===== src/rtl/divider_if.sv =====
// Handshake/result bundle for the signed 32-bit iterative divider.
// Optional dbz flag appears only when DIVIDER_DBZ_EN is defined.
interface divider_if;
    logic [31:0] x;
    logic [31:0] y;
    logic        start;
    logic [63:0] z;
    logic        busy;
`ifdef DIVIDER_DBZ_EN
    logic        dbz;

    modport master (output x, y, start, input z, busy, dbz);
    modport slave  (input x, y, start, output z, busy, dbz);
`else
    modport master (output x, y, start, input z, busy);
    modport slave  (input x, y, start, output z, busy);
`endif
endinterface


===== src/rtl/divider.sv =====
// Signed 32-bit restoring divider, one quotient bit per cycle.
// z = {remainder, quotient}; busy high for 33 cycles per operation.
// Optional feature macro: DIVIDER_DBZ_EN (adds dbz flag and forced DBZ result).
module divider (
    input  logic      clk,
    input  logic      rst_n,
    divider_if.slave  bus
);
    typedef enum logic [1:0] {IDLE, CALC, FIX} state_t;

    state_t      state, state_nxt;
    logic [32:0] rem;
    logic [31:0] quo;
    logic [31:0] div;
    logic [5:0]  cnt;
    logic        sign_q;
    logic        sign_r;
    logic [63:0] z_r;
    logic        busy_r;
`ifdef DIVIDER_DBZ_EN
    logic        y_zero;
    logic        dbz_r;
`endif

    logic [31:0] x_abs, y_abs;
    logic [32:0] shifted, trial;
    logic [31:0] q_fix, r_fix;

    // Operand magnitudes, trial subtract and sign restoration
    always_comb begin
        x_abs   = bus.x[31] ? -bus.x : bus.x;
        y_abs   = bus.y[31] ? -bus.y : bus.y;
        // rem < div <= 2^31 so the shifted value fits 32 bits; bit 32 of trial is the borrow
        shifted = {rem[31:0], quo[31]};
        trial   = shifted - {1'b0, div};
        q_fix   = sign_q ? -quo : quo;
        r_fix   = sign_r ? -rem[31:0] : rem[31:0];
    end

    // State register
    always_ff @(posedge clk or negedge rst_n) begin
        if (!rst_n) state <= IDLE;
        else        state <= state_nxt;
    end

    // Next-state logic
    always_comb begin
        state_nxt = state;
        case (state)
            IDLE:    if (bus.start) state_nxt = CALC;
            CALC:    if (cnt == 6'd1) state_nxt = FIX;
            FIX:     state_nxt = IDLE;
            default: state_nxt = IDLE;
        endcase
    end

    // Datapath: operand latch, shift-subtract iteration, result write
    always_ff @(posedge clk or negedge rst_n) begin
        if (!rst_n) begin
            rem    <= '0;
            quo    <= '0;
            div    <= '0;
            cnt    <= '0;
            sign_q <= 1'b0;
            sign_r <= 1'b0;
            z_r    <= '0;
            busy_r <= 1'b0;
`ifdef DIVIDER_DBZ_EN
            y_zero <= 1'b0;
            dbz_r  <= 1'b0;
`endif
        end else begin
            case (state)
                IDLE: if (bus.start) begin
                    sign_q <= bus.x[31] ^ bus.y[31];
                    sign_r <= bus.x[31];
                    quo    <= x_abs;
                    div    <= y_abs;
                    rem    <= '0;
                    cnt    <= 6'd32;
                    busy_r <= 1'b1;
`ifdef DIVIDER_DBZ_EN
                    y_zero <= (bus.y == 32'd0);
`endif
                end
                CALC: begin
                    rem <= trial[32] ? shifted : trial;
                    quo <= {quo[30:0], ~trial[32]};
                    cnt <= cnt - 6'd1;
                end
                FIX: begin
                    busy_r <= 1'b0;
`ifdef DIVIDER_DBZ_EN
                    // r_fix recovers the original dividend since rem ends as |x| when div=0
                    z_r   <= y_zero ? {r_fix, 32'hFFFF_FFFF} : {r_fix, q_fix};
                    dbz_r <= y_zero;
`else
                    z_r   <= {r_fix, q_fix};
`endif
                end
                default: ;
            endcase
        end
    end

    assign bus.z    = z_r;
    assign bus.busy = busy_r;
`ifdef DIVIDER_DBZ_EN
    assign bus.dbz  = dbz_r;
`endif
endmodule


===== src/flat_wrapper.sv =====
// flat-port wrapper written by rule: the top's interface ports become plain ports
module divider_flat 
  (clk, rst_n, bus_x, bus_y, bus_start, bus_z, bus_busy);
  divider_if bus_i ();
  input  logic clk;
  input  logic rst_n;
  input wire logic [$bits(bus_i.x)-1:0] bus_x;
  input wire logic [$bits(bus_i.y)-1:0] bus_y;
  input wire logic [$bits(bus_i.start)-1:0] bus_start;
  output wire logic [$bits(bus_i.z)-1:0] bus_z;
  output wire logic [$bits(bus_i.busy)-1:0] bus_busy;
  assign bus_i.x = bus_x;
  assign bus_i.y = bus_y;
  assign bus_i.start = bus_start;
  assign bus_z = bus_i.z;
  assign bus_busy = bus_i.busy;
  divider u_core (.clk(clk), .rst_n(rst_n), .bus(bus_i));
endmodule

===== config.mk =====
export PLATFORM = sky130hd
export DESIGN_NAME = divider_flat
export DESIGN_NICKNAME = d
export VERILOG_FILES = /design/src/rtl/divider_if.sv /design/src/rtl/divider.sv /design/src/flat_wrapper.sv
export SDC_FILE = /design/constraint.sdc
export NUM_CORES = 1
export LEC_CHECK = 0
export ABC_AREA = 0
export CAP_MARGIN = 10
export CORE_UTILIZATION = 30
export DETAILED_ROUTE_END_ITERATION = 8
export DONT_BUFFER_PORTS = 1
export GPL_TIMING_DRIVEN = 1
export PLACE_DENSITY = 0.45
export SLEW_MARGIN = 30
export SYNTH_ARGS = -nofsm -noshare
export SYNTH_HDL_FRONTEND = slang
export SYNTH_SLANG_ARGS = --single-unit

===== constraint.sdc =====
create_clock -name clk -period 3.3 [get_ports clk]
set_input_delay 0.33 -clock clk [delete_from_list [all_inputs] [get_ports clk]]
set_output_delay 0.33 -clock clk [all_outputs]
set_load 0.02 [all_outputs]

-- Word-level counts from Yosys, hierarchy flattened
Index checks and enable logic that the tools add are counted.
W data, S select, Z words.
- add/subtract/negate cells: 6
- multipliers: 0
- divide/modulo/power cells: 0
- magnitude comparators: 0
- eq/ne operators: 5
- shifts and indexed selects: 0
- mux-type cells: 16
- bitwise gates (word level): 2
- reductions and logical operators: 7
- operators by type and width (cell ; number):
    $mux W32 ; 7
    $neg A32 Y32 ; 4
    $pmux W32 S2 ; 2
    $sub A33 B32 Y33 ; 1
    $pmux W6 S2 ; 1
    $reduce_and A2 Y1 ; 4
    $eq A6 B1 Y1 const B ; 1
    $mux W6 ; 1
    $sub A6 B1 Y6 const B ; 1
    $mux W2 ; 2
    $pmux W2 S2 ; 1
    $reduce_bool A2 Y1 ; 2
    $eq A2 B1 Y1 const B ; 1
    $eq A2 B2 Y1 const B ; 1
    $logic_not A2 Y1 ; 1
    $ne A2 B1 Y1 const B ; 1
    $ne A2 B2 Y1 const B ; 1
    $pmux W1 S2 ; 1
    $mux W1 ; 1
    $not A1 Y1 ; 1
    $xor A1 B1 Y1 ; 1
- bits in registers: 171
- bits in latches: 0
- bits in writable memories: 0
- ROM bits: 0
- input bits: 67
- output and inout port bits: 65
- memories: 0

-- Logic depth before layout (Yosys ltp)
Gate-level depths: netlist of run 1.
- word-level depth: 4
- gate-level depth with buffers: 14
- mapped depth without buffers: 12

-- Least setup slack after synthesis of run 1
Ideal clock, no wire load.
- path type: reg2reg
- from: register u_core.quo[31]
- to: register u_core.rem[0]
- arrival: 3130 ps
- data required time: 3217 ps
- slack: 87 ps
- stages on the path, launching flop included: 14
- path buffers: 1
- path through: dfrtp_1 inv_1 ha_1 fa_1 and2b_1 o21a_1 a311o_1 a311oi_4 a211oi_2 o2111a_1 a311oi_2 buf_6 mux2_2 o21ai_0
- cells in the longest elaborated chain, start to end: 3
- RTL lines (what ; RTL line ; RTL):
    start: declaration ; divider.sv:13 ; logic [31:0] quo;
    start signal: assignment ; divider.sv:77 ; quo <= x_abs;
    start signal: assignment ; divider.sv:88 ; quo <= {quo[30:0], ~trial[32]};
    $sub A33 B32 Y33 ; divider.sv:35 ; trial = shifted - {1'b0, div};
    $mux W32 (*) ; divider.sv:87 ; rem <= trial[32] ? shifted : trial;
    $pmux W32 S2 (*) ; divider.sv:73 ; case (state)
    end signal: assignment ; divider.sv:87 ;
    end: declaration ; divider.sv:12 ; logic [32:0] rem;
Mark *: on every way between the ends. The rest lies on a longest branch, timed or not.
A chain may end at the register's enable or synchronous reset.

-- Final worst setup path of run 1
- from: register u_core.div[0]
- to: register u_core.rem[9]
- cells in the longest elaborated chain, start to end: 3
- RTL lines (what ; RTL line ; RTL):
    start: declaration ; divider.sv:14 ; logic [31:0] div;
    start signal: assignment ; divider.sv:78 ; div <= y_abs;
    $sub A33 B32 Y33 ; divider.sv:35 ;
    $mux W32 ; divider.sv:87 ;
    $pmux W32 S2 ; divider.sv:73 ;
Every way passes these cells.

==> flow_summary_export.csv, run 1 <==
group,metric,value,unit
synth,synth.most_common_cell,"o21ai_0",
finish,final_area,0.0127,mm²
drt,viasPerCell,5.15,
die,ioPinCount,132,
clock_tree,numCtsBuffers,17,
setup_path,critPathMaxFanout,7,
timing,min_period_over_period,100,%
global_routing,grt_pass1_wl,50.9,mm
die,fp-row-count,69,
timing,timing.slew.headroom,58.0,%
finish,drive_gt1_share,11.6,%
die,initial_core_util,30.7,%
die,die_h,193,µm
drt,drc,5,
global_routing,antenna_found_initial,0,
synth,synth_top_area_cell,"dfrtp_1",
clock_tree,clk_latency,0.45,ns
global_routing,gr-total-overflow,0,
placed_design,gp_congestion,0.842,
clock_tree,htreeDepth,4,
power,ir_drop,0.511,mV
synth,ys_ff_latch,171,
drt,postRouteWirelength,31.5,mm
timing,hold_viol,171,
finish,fin_cells,1752,
setup_path,arrival,3.61,ns
status,violations,"DRC, hold timing, setup timing",
finish,syn_to_final_growth,15.7,%
drt,drt-pass1-iter-count,9,
setup_path,worstSetupStartpointType,"flop",
synth,yosys_warnings,0,
finish,antenna_cells,0,
global_routing,grt_pass1_vias,8693,
placed_design,placed_cell_area,0.0118,mm²
timing,setup_viol,6,
finish,nFillCells,3631,
clock_tree,cts-root-buf,"clkbuf_16",
drt,wl_per_cell,18.0,µm
power,power_density,1280,mW/mm²
synth,netlist.area_leader.share,38.9,%
global_routing,grtUsageTotal,17.1,%
timing,hold_ws,-0.426,ns
hold_path,holdCritPathClass,"primary input to async pin",
timing,finalSetupTns,-0.0458,ns
setup_path,reg2reg_depth,14,
die,die-area,0.0374,mm²
clock_tree,cts.hold.buffers_added,1,
synth,synth-main-ff-cell,"dfrtp_1",
clock_tree,tritoncts,"done",
power,totalPowerFinal,16.3,mW
placed_design,place_ws,-0.103,ns
placed_design,hpwl,23.1,mm
timing,fmax,302,MHz
clock_tree,cts_buffer_depth,2,
synth,synth_edf_count,0,
status,status,"finished, violations left",
synth,synth_cell_type_count,74,
setup_path,cp.required,3.60,ns
timing,drv_slew,0,
clock_tree,clk_pin_slew,0.08,ns
placed_design,io_buffers,0,
placed_design,dp_cells,1703,
synth,syn_avg_cell_area,8.87,µm²
drt,drt_iter0_markers,560,
drt,ant_nets,0,
timing,tightest_slew,0.630,ns
synth,syn_nets,1346,
finish,final_core_util,35.5,%
drt,route.vias.total,9021,
synth,ys_seq_area_share,38.9,%
finish,final_nets,1384,
global_routing,grt_max_degree,172,
die,die_x,193,µm
timing,setup_slack,-0.0118,ns
synth,synthArstFlopShare,100,%
clock_tree,numClockSinks,171,
timing,period_minus_slack,3.31,ns
setup_path,path_class,"flop to flop",
timing,grt_setup_unrepaired,"yes",
timing,clock_skew,0.0150,ns
flow_run,drv_cap,0,
power,leakage,5.50,nW
setup_path,end_kind,"flop",
synth,synth_area_leaders,"dfrtp_1 39%, o21ai_0 8.0%, xor2_1 7.6%, nand2_1 5.7%, ha_1 4.3%",
die,coreArea,0.0358,mm²
synth,syn_inst,1240,
synth,syn_area,0.0110,mm²
synth,yosys-top-cells-count,"176 x o21ai_0, 171 x dfrtp_1, 168 x nand2_1",
metal layers:
metal	up-vias	track usage (%)	routed length [µm]
li1	4527	-	-
met2	214	23.8	12700
met5	-	0	0
met4	0	4.36	403
met3	27	3.77	1790
met1	4253	26.2	16700
layout make-up:
cell class                 instances  area, µm²  area share [%]
multi-input combinational        958       6330            49.8
sequential                       171       4280            33.6
timing repair buffer              81        709            5.58
tap                              461        577            4.54
clock buffer                      18        439            3.45
clock inverter                    14        196            1.54
inverter                          49        184            1.45
logic make-up after synthesis:
kind of cell / synth area share [%]
compound gates: 21.6
mux: 3.12
simple gates: 15.9
flops: 38.9
xor+xnor: 11.8
buf+inv: 4.13
fa+ha+maj: 4.51
flip-flops by register name, summed over array words and instances, names as in the netlist:
signal / count
u_core.quo: 32
u_core.state: 2
u_core.bus.busy: 1
u_core.bus.z: 64
u_core.div: 32
u_core.sign_r: 1
u_core.cnt: 6
u_core.sign_q: 1
u_core.rem: 32
power breakdown:
group          total (mW)  leakage (nW)  switching [mW]  internal (mW)
logic                9.63          3.03            5.05           4.58
registers            4.39          2.16            1.34           3.06
clock network        2.26         0.315            1.01           1.25
final timing paths:
check	endpoint	slack (ns)	startpoint
worst max-delay path	u_core.rem[9]$_DFFE_PN0P_	-0.01	u_core.div[0]$_DFFE_PN0P_
worst min-delay path	u_core.bus.z[10]$_DFFE_PN0P_	-0.43	rst_n
worst max register to register	u_core.rem[9]$_DFFE_PN0P_	-0.01	u_core.div[0]$_DFFE_PN0P_
worst min register to register	u_core.div[21]$_DFFE_PN0P_	0.48	u_core.div[21]$_DFFE_PN0P_
max in group asynchronous	u_core.rem[16]$_DFFE_PN0P_	3.49	rst_n
min in group clk	u_core.div[31]$_DFFE_PN0P_	0.05	bus_y[31]
cell usage in the layout (no fill, tap or decap), drive strengths merged, types with 20 or more instances in the layout:
cell type,n
a21oi,32
a22oi,30
buf,79
dfrtp,171
ha,38
inv,59
mux2i,32
nand2,168
nand3,41
nor2,40
o21ai,209
o31ai,29
o41ai,20
or4,22
xnor2,52
xor2,96
worst max-delay path, stage by stage (launching register included):
cell and delay (ns):
dfrtp_1 0.42, ha_4 0.18, fa_2 0.38, and2b_1 0.20
o21a_1 0.14, a311o_1 0.25, a311oi_4 0.12, a211oi_2 0.28
o211ai_1 0.21, a311oi_4 0.36, buf_12 0.15, buf_12 0.11
buf_12 0.11, mux2i_1 0.18, o21ai_1 0.07
timing repair:
item,4_1_cts,5_1_grt
buffers inserted,11,3
gates resized for setup,17,5
pin swaps,7,3
endpoints found under the hold margin,172,171
setup endpoints to repair,30,33
gates cloned,0,1
(Power assumes the default switching activity.)
==> run 2, diff against run 1 <==
--- a/config.mk
+++ b/config.mk
@@ -12,7 +12,6 @@
 export DONT_BUFFER_PORTS = 1
 export GPL_TIMING_DRIVEN = 1
 export PLACE_DENSITY = 0.45
-export SLEW_MARGIN = 30
 export SYNTH_ARGS = -nofsm -noshare
 export SYNTH_HDL_FRONTEND = slang
 export SYNTH_SLANG_ARGS = --single-unit
==> run 2 against run 1 <==
  * Sequential power barely moved
  * Power barely moved
  * The run still ends with DRC, hold timing, setup timing left
  * Clock power barely moved
  * Worst setup slack got worse by 0.00089 ns
  * Worst hold slack improved by 0.0017 ns
  * Critical endpoint unchanged
  * Wire length barely moved
==> flow_summary_export.csv, run 2 (synthesized netlist as in run 1, its figures left out) <==
group,metric,value,unit
status,status,"finished, violations left",
status,violations,"DRC, hold timing, setup timing",
die,fp-row-count,69,
drt,wl_per_cell,18.0,µm
drt,drc,5,
setup_path,cp.required,3.60,ns
global_routing,gr-total-overflow,0,
power,totalPowerFinal,16.3,mW
drt,drt_iter0_markers,564,
placed_design,gp_congestion,0.842,
clock_tree,tritoncts,"done",
die,die_h,193,µm
timing,period_minus_slack,3.31,ns
timing,setup_viol,7,
finish,final_area,0.0127,mm²
setup_path,worstSetupStartpointType,"flop",
die,ioPinCount,132,
clock_tree,clk_latency,0.45,ns
drt,drt-pass1-iter-count,9,
timing,min_period_over_period,100,%
clock_tree,numClockSinks,171,
die,die-area,0.0374,mm²
timing,setup_slack,-0.0127,ns
power,ir_drop,0.508,mV
finish,syn_to_final_growth,15.4,%
clock_tree,cts-root-buf,"clkbuf_16",
finish,final_nets,1383,
timing,finalSetupTns,-0.0497,ns
die,coreArea,0.0358,mm²
die,die_x,193,µm
timing,tightest_slew,0.983,ns
finish,final_core_util,35.4,%
setup_path,end_kind,"flop",
placed_design,io_buffers,0,
die,initial_core_util,30.7,%
setup_path,reg2reg_depth,14,
drt,route.vias.total,9015,
placed_design,hpwl,23.1,mm
setup_path,arrival,3.61,ns
drt,postRouteWirelength,31.5,mm
timing,drv_slew,0,
setup_path,r2r_setup_slack,-0.01,ns
hold_path,holdCritPathClass,"primary input to async pin",
finish,antenna_cells,0,
setup_path,critPathMaxFanout,7,
drt,viasPerCell,5.15,
clock_tree,cts_buffer_depth,2,
power,leakage,5.49,nW
clock_tree,clk_pin_slew,0.08,ns
finish,nFillCells,3633,
timing,fmax,302,MHz
placed_design,placed_cell_area,0.0118,mm²
finish,multiInputGateArea,0.00633,mm²
global_routing,grt_pass1_wl,50.9,mm
drt,ant_nets,0,
setup_path,r2r_end,"u_core.rem[9]$_DFFE_PN0P_",
setup_path,path_class,"flop to flop",
global_routing,grt_pass1_vias,8693,
timing,hold_viol,171,
global_routing,grtUsageTotal,17.1,%
finish,seq_area,0.00428,mm²
timing,timing.slew.headroom,34.5,%
finish,mostFrequentLayoutCells,"171 x o21ai_0, 171 x dfrtp_1, 168 x nand2_1",
timing,clock_skew,0.0158,ns
clock_tree,htreeDepth,4,
flow_run,drv_cap,0,
power,power_density,1280,mW/mm²
clock_tree,cts.hold.buffers_added,1,
setup_path,timing.rr.start,"u_core.div[0]$_DFFE_PN0P_",
timing,grt_setup_unrepaired,"yes",
timing,hold_ws,-0.424,ns
global_routing,antenna_found_initial,0,
clock_tree,numCtsBuffers,17,
finish,largest_register_ffs,64,
global_routing,grt_max_degree,172,
finish,drive_gt1_share,11.6,%
run 2: how the worst max path moves through the flow:
stage                                           from                         end  slack, ns  cells after the start
after floorplan           u_core.quo[31]$_DFFE_PN0P_   u_core.rem[0]$_DFFE_PN0P_       0.09                     13
after global placement    u_core.quo[31]$_DFFE_PN0P_  u_core.rem[17]$_DFFE_PN0P_      -0.06                     13
after detailed placement  u_core.quo[31]$_DFFE_PN0P_  u_core.rem[21]$_DFFE_PN0P_      -0.10                     13
after CTS                 u_core.quo[31]$_DFFE_PN0P_   u_core.rem[9]$_DFFE_PN0P_      -0.06                     15
after global routing      u_core.quo[31]$_DFFE_PN0P_   u_core.rem[9]$_DFFE_PN0P_      -0.18                     15
final                      u_core.div[0]$_DFFE_PN0P_   u_core.rem[9]$_DFFE_PN0P_      -0.01                     14
run 2: cell type report:
type | count | area share, %
Tap cell | 461 | 4.55
Multi-Input combinational cell | 958 | 49.9
Clock buffer | 18 | 3.46
Inverter | 49 | 1.45
Sequential cell | 171 | 33.7
Timing Repair Buffer | 80 | 5.37
Clock inverter | 14 | 1.55
run 2: what timing repair did:
action	in CTS	in global routing
endpoints found under the hold margin	172	171
pin swaps	7	3
setup buffers	11	3
gates cloned	0	1
resized for setup	17	5
endpoints found under the setup margin	30	33
run 2: critical path: stages, from the launching register on:
cell and delay (ns):
dfrtp_1 0.42, ha_4 0.18, fa_2 0.38, and2b_1 0.20
o21a_1 0.14, a311o_1 0.25, a311oi_4 0.12, a211oi_2 0.28
o211ai_1 0.21, a311oi_4 0.36, buf_12 0.15, buf_12 0.11
buf_12 0.11, mux2i_1 0.18, o21ai_1 0.07
run 2: where the power goes:
part | total (mW) | internal [mW] | switching [mW]
clock network | 2.26 | 1.25 | 1.00
registers | 4.40 | 3.06 | 1.34
logic | 9.62 | 4.57 | 5.05
run 2: metal layers:
layer / global-route usage [%] / vias to the layer above / part of all wire [%]
met5: 0 / - / 0
met2: 23.8 / 181 / 40
met1: 26.2 / 4282 / 53
li1: - / 4526 / -
met4: 4.36 / 0 / 1.3
met3: 3.77 / 26 / 5.6
run 2: per-stage QoR:
step | setup WS [ns] | instances
6_report | -0.0127 | 1751
5_1_grt | -0.182 | 1751
4_1_cts | -0.0582 | 1747
3_5_place_dp | -0.103 | 1703
3_3_place_gp | -0.0646 | 1703
2_1_floorplan | 0.0874 | 1240
==> run 3, diff against run 2 <==
--- a/config.mk
+++ b/config.mk
@@ -6,12 +6,14 @@
 export NUM_CORES = 1
 export LEC_CHECK = 0
 export ABC_AREA = 0
+export ABC_CLOCK_PERIOD_IN_PS = 3300
 export CAP_MARGIN = 10
 export CORE_UTILIZATION = 30
 export DETAILED_ROUTE_END_ITERATION = 8
 export DONT_BUFFER_PORTS = 1
 export GPL_TIMING_DRIVEN = 1
 export PLACE_DENSITY = 0.45
+export SKIP_CTS_REPAIR_TIMING = 1
 export SYNTH_ARGS = -nofsm -noshare
 export SYNTH_HDL_FRONTEND = slang
 export SYNTH_SLANG_ARGS = --single-unit
==> run 3 against run 2 <==
  * The flow still finishes with violations (DRC, hold timing, setup timing)
  * Clock power about the same
  * Critical path depth down 1
  * Cell count down 0.40%
  * Fmax down 0.16%
  * Design area down 0.54%
  * Power down 1.1%
  * Flip-flop and latch count unchanged
  * Worst setup slack worse by 0.0052 ns
==> flow_summary_export.csv, run 3 (synthesized netlist as in run 1, its figures left out) <==
group,metric,value,unit
setup_path,crit_path_max_incr_delay,0.41,ns
finish,multiInputGateArea,0.00633,mm²
timing,drv_slew,0,
die,initial_core_util,30.7,%
clock_tree,htreeDepth,4,
drt,drt-pass1-iter-count,9,
setup_path,r2r_setup_slack,-0.02,ns
timing,min_period_over_period,101,%
placed_design,placed_cell_area,0.0118,mm²
timing,clock_skew,0.0159,ns
global_routing,antenna_found_initial,0,
hold_path,holdCritPathClass,"primary input to async pin",
finish,largest_register_ffs,64,
drt,ant_nets,0,
timing,timing.slew.headroom,34.4,%
drt,postRouteWirelength,31.4,mm
setup_path,critPathMaxFanout,5,
die,fp-row-count,69,
flow_run,drv_cap,0,
finish,nFillCells,3643,
placed_design,hpwl,23.1,mm
die,die_x,193,µm
power,ir_drop,0.507,mV
clock_tree,cts_buffer_depth,2,
drt,drc,5,
global_routing,grt_pass1_vias,8593,
global_routing,grt_pass1_wl,50.4,mm
placed_design,gp_congestion,0.842,
setup_path,timing.rr.start,"u_core.div[0]$_DFFE_PN0P_",
timing,tightest_slew,0.984,ns
finish,syn_to_final_growth,14.8,%
clock_tree,numClockSinks,171,
die,ioPinCount,132,
setup_path,cp.required,3.65,ns
drt,wl_per_cell,18.0,µm
status,status,"finished, violations left",
clock_tree,tritoncts,"done",
timing,hold_viol,171,
global_routing,gr-total-overflow,0,
die,coreArea,0.0358,mm²
power,leakage,5.44,nW
setup_path,cpMaxStageDelayCell,"dfrtp_1",
power,power_density,1280,mW/mm²
finish,seq_area,0.00428,mm²
clock_tree,clk_pin_slew,0.07,ns
setup_path,arrival,3.67,ns
die,die_h,193,µm
die,die-area,0.0374,mm²
drt,viasPerCell,5.13,
finish,mostFrequentLayoutCells,"172 x o21ai_0, 171 x dfrtp_1, 168 x nand2_1",
timing,setup_viol,3,
drt,drt_iter0_markers,576,
setup_path,crit_chain,"ha_4, fa_2, and2b_1, o21a_1, a311o_1, a311oi_4, a211oi_2, o211ai_1, a311oi_4, buf_6, buf_12, mux2_2, o21ai_0",
finish,antenna_cells,0,
clock_tree,clk_latency,0.45,ns
setup_path,crit_top_cell,"a311oi_4",
finish,final_area,0.0126,mm²
placed_design,io_buffers,0,
finish,final_common_cell,"o21ai_0",
setup_path,path_class,"flop to flop",
timing,grt_setup_unrepaired,"yes",
setup_path,r2r_end,"u_core.rem[1]$_DFFE_PN0P_",
timing,setup_slack,-0.0179,ns
timing,fmax,301,MHz
global_routing,grt_max_degree,172,
global_routing,grtUsageTotal,17.0,%
setup_path,worstSetupStartpointType,"flop",
finish,drive_gt1_share,11.1,%
clock_tree,numCtsBuffers,17,
status,violations,"DRC, hold timing, setup timing",
setup_path,end_kind,"flop",
timing,period_minus_slack,3.32,ns
finish,final_nets,1376,
setup_path,reg2reg_depth,13,
timing,hold_ws,-0.423,ns
drt,route.vias.total,8946,
clock_tree,cts-root-buf,"clkbuf_16",
## run 3: worst max-delay path by stage
stage | startpoint | endpoint | slack (ns)
final | u_core.div[0]$_DFFE_PN0P_ | u_core.rem[1]$_DFFE_PN0P_ | -0.02
after global routing | u_core.div[0]$_DFFE_PN0P_ | u_core.rem[15]$_DFFE_PN0P_ | -0.18
after CTS | u_core.quo[31]$_DFFE_PN0P_ | u_core.rem[15]$_DFFE_PN0P_ | -0.14
after detailed placement | u_core.quo[31]$_DFFE_PN0P_ | u_core.rem[21]$_DFFE_PN0P_ | -0.10
after global placement | u_core.quo[31]$_DFFE_PN0P_ | u_core.rem[17]$_DFFE_PN0P_ | -0.06
after floorplan | u_core.quo[31]$_DFFE_PN0P_ | u_core.rem[0]$_DFFE_PN0P_ | 0.09
## run 3: area by class of cell
cell class                 instances  share of cell area [%]
clock buffer                      18                    3.48
timing repair buffer              73                    4.89
sequential                       171                    33.9
tap                              461                    4.57
inverter                          49                    1.46
multi-input combinational        958                    50.1
clock inverter                    14                    1.56
## run 3: metal layers
layer  global-route usage, %  part of all wire [%]  wire length [µm]  up-vias
met1                    26.1                    53             16800     4233
met4                    4.36                   1.2               367        0
li1                        -                     -                 -     4515
met3                    3.77                   5.2              1650       24
met2                    23.4                    40             12600      174
met5                       0                     0                 0        -
## run 3: report_power, final
| part | internal [mW] | switching, mW |
|---|---|---|
| clock network | 1.25 | 1.00 |
| logic | 4.44 | 5.01 |
| registers | 3.06 | 1.34 |
## run 3: stage by stage
stage | utilization (%) | total power [mW] | cells | setup TNS, ns | worst slack (ns)
after floorplan | - | 10.6 | 1240 | 0 | 0.0874
after global placement | 33.0 | 13.4 | 1703 | -1.37 | -0.0646
after detailed placement | 33.0 | 13.4 | 1703 | -2.20 | -0.103
after CTS | 34.8 | 15.8 | 1735 | -3.36 | -0.144
after global routing | 35.2 | 17.5 | 1744 | -4.46 | -0.179
final | 35.2 | 16.1 | 1744 | -0.0318 | -0.0179
## run 3: worst max-delay path: cells and delay by family (launching register included)
kind | cells | cell delay [ns]
compound gates | 7 | 1.45
fa+ha+maj | 2 | 0.56
buf+inv | 2 | 0.28
flops | 1 | 0.41
mux | 1 | 0.32
simple gates | 1 | 0.20
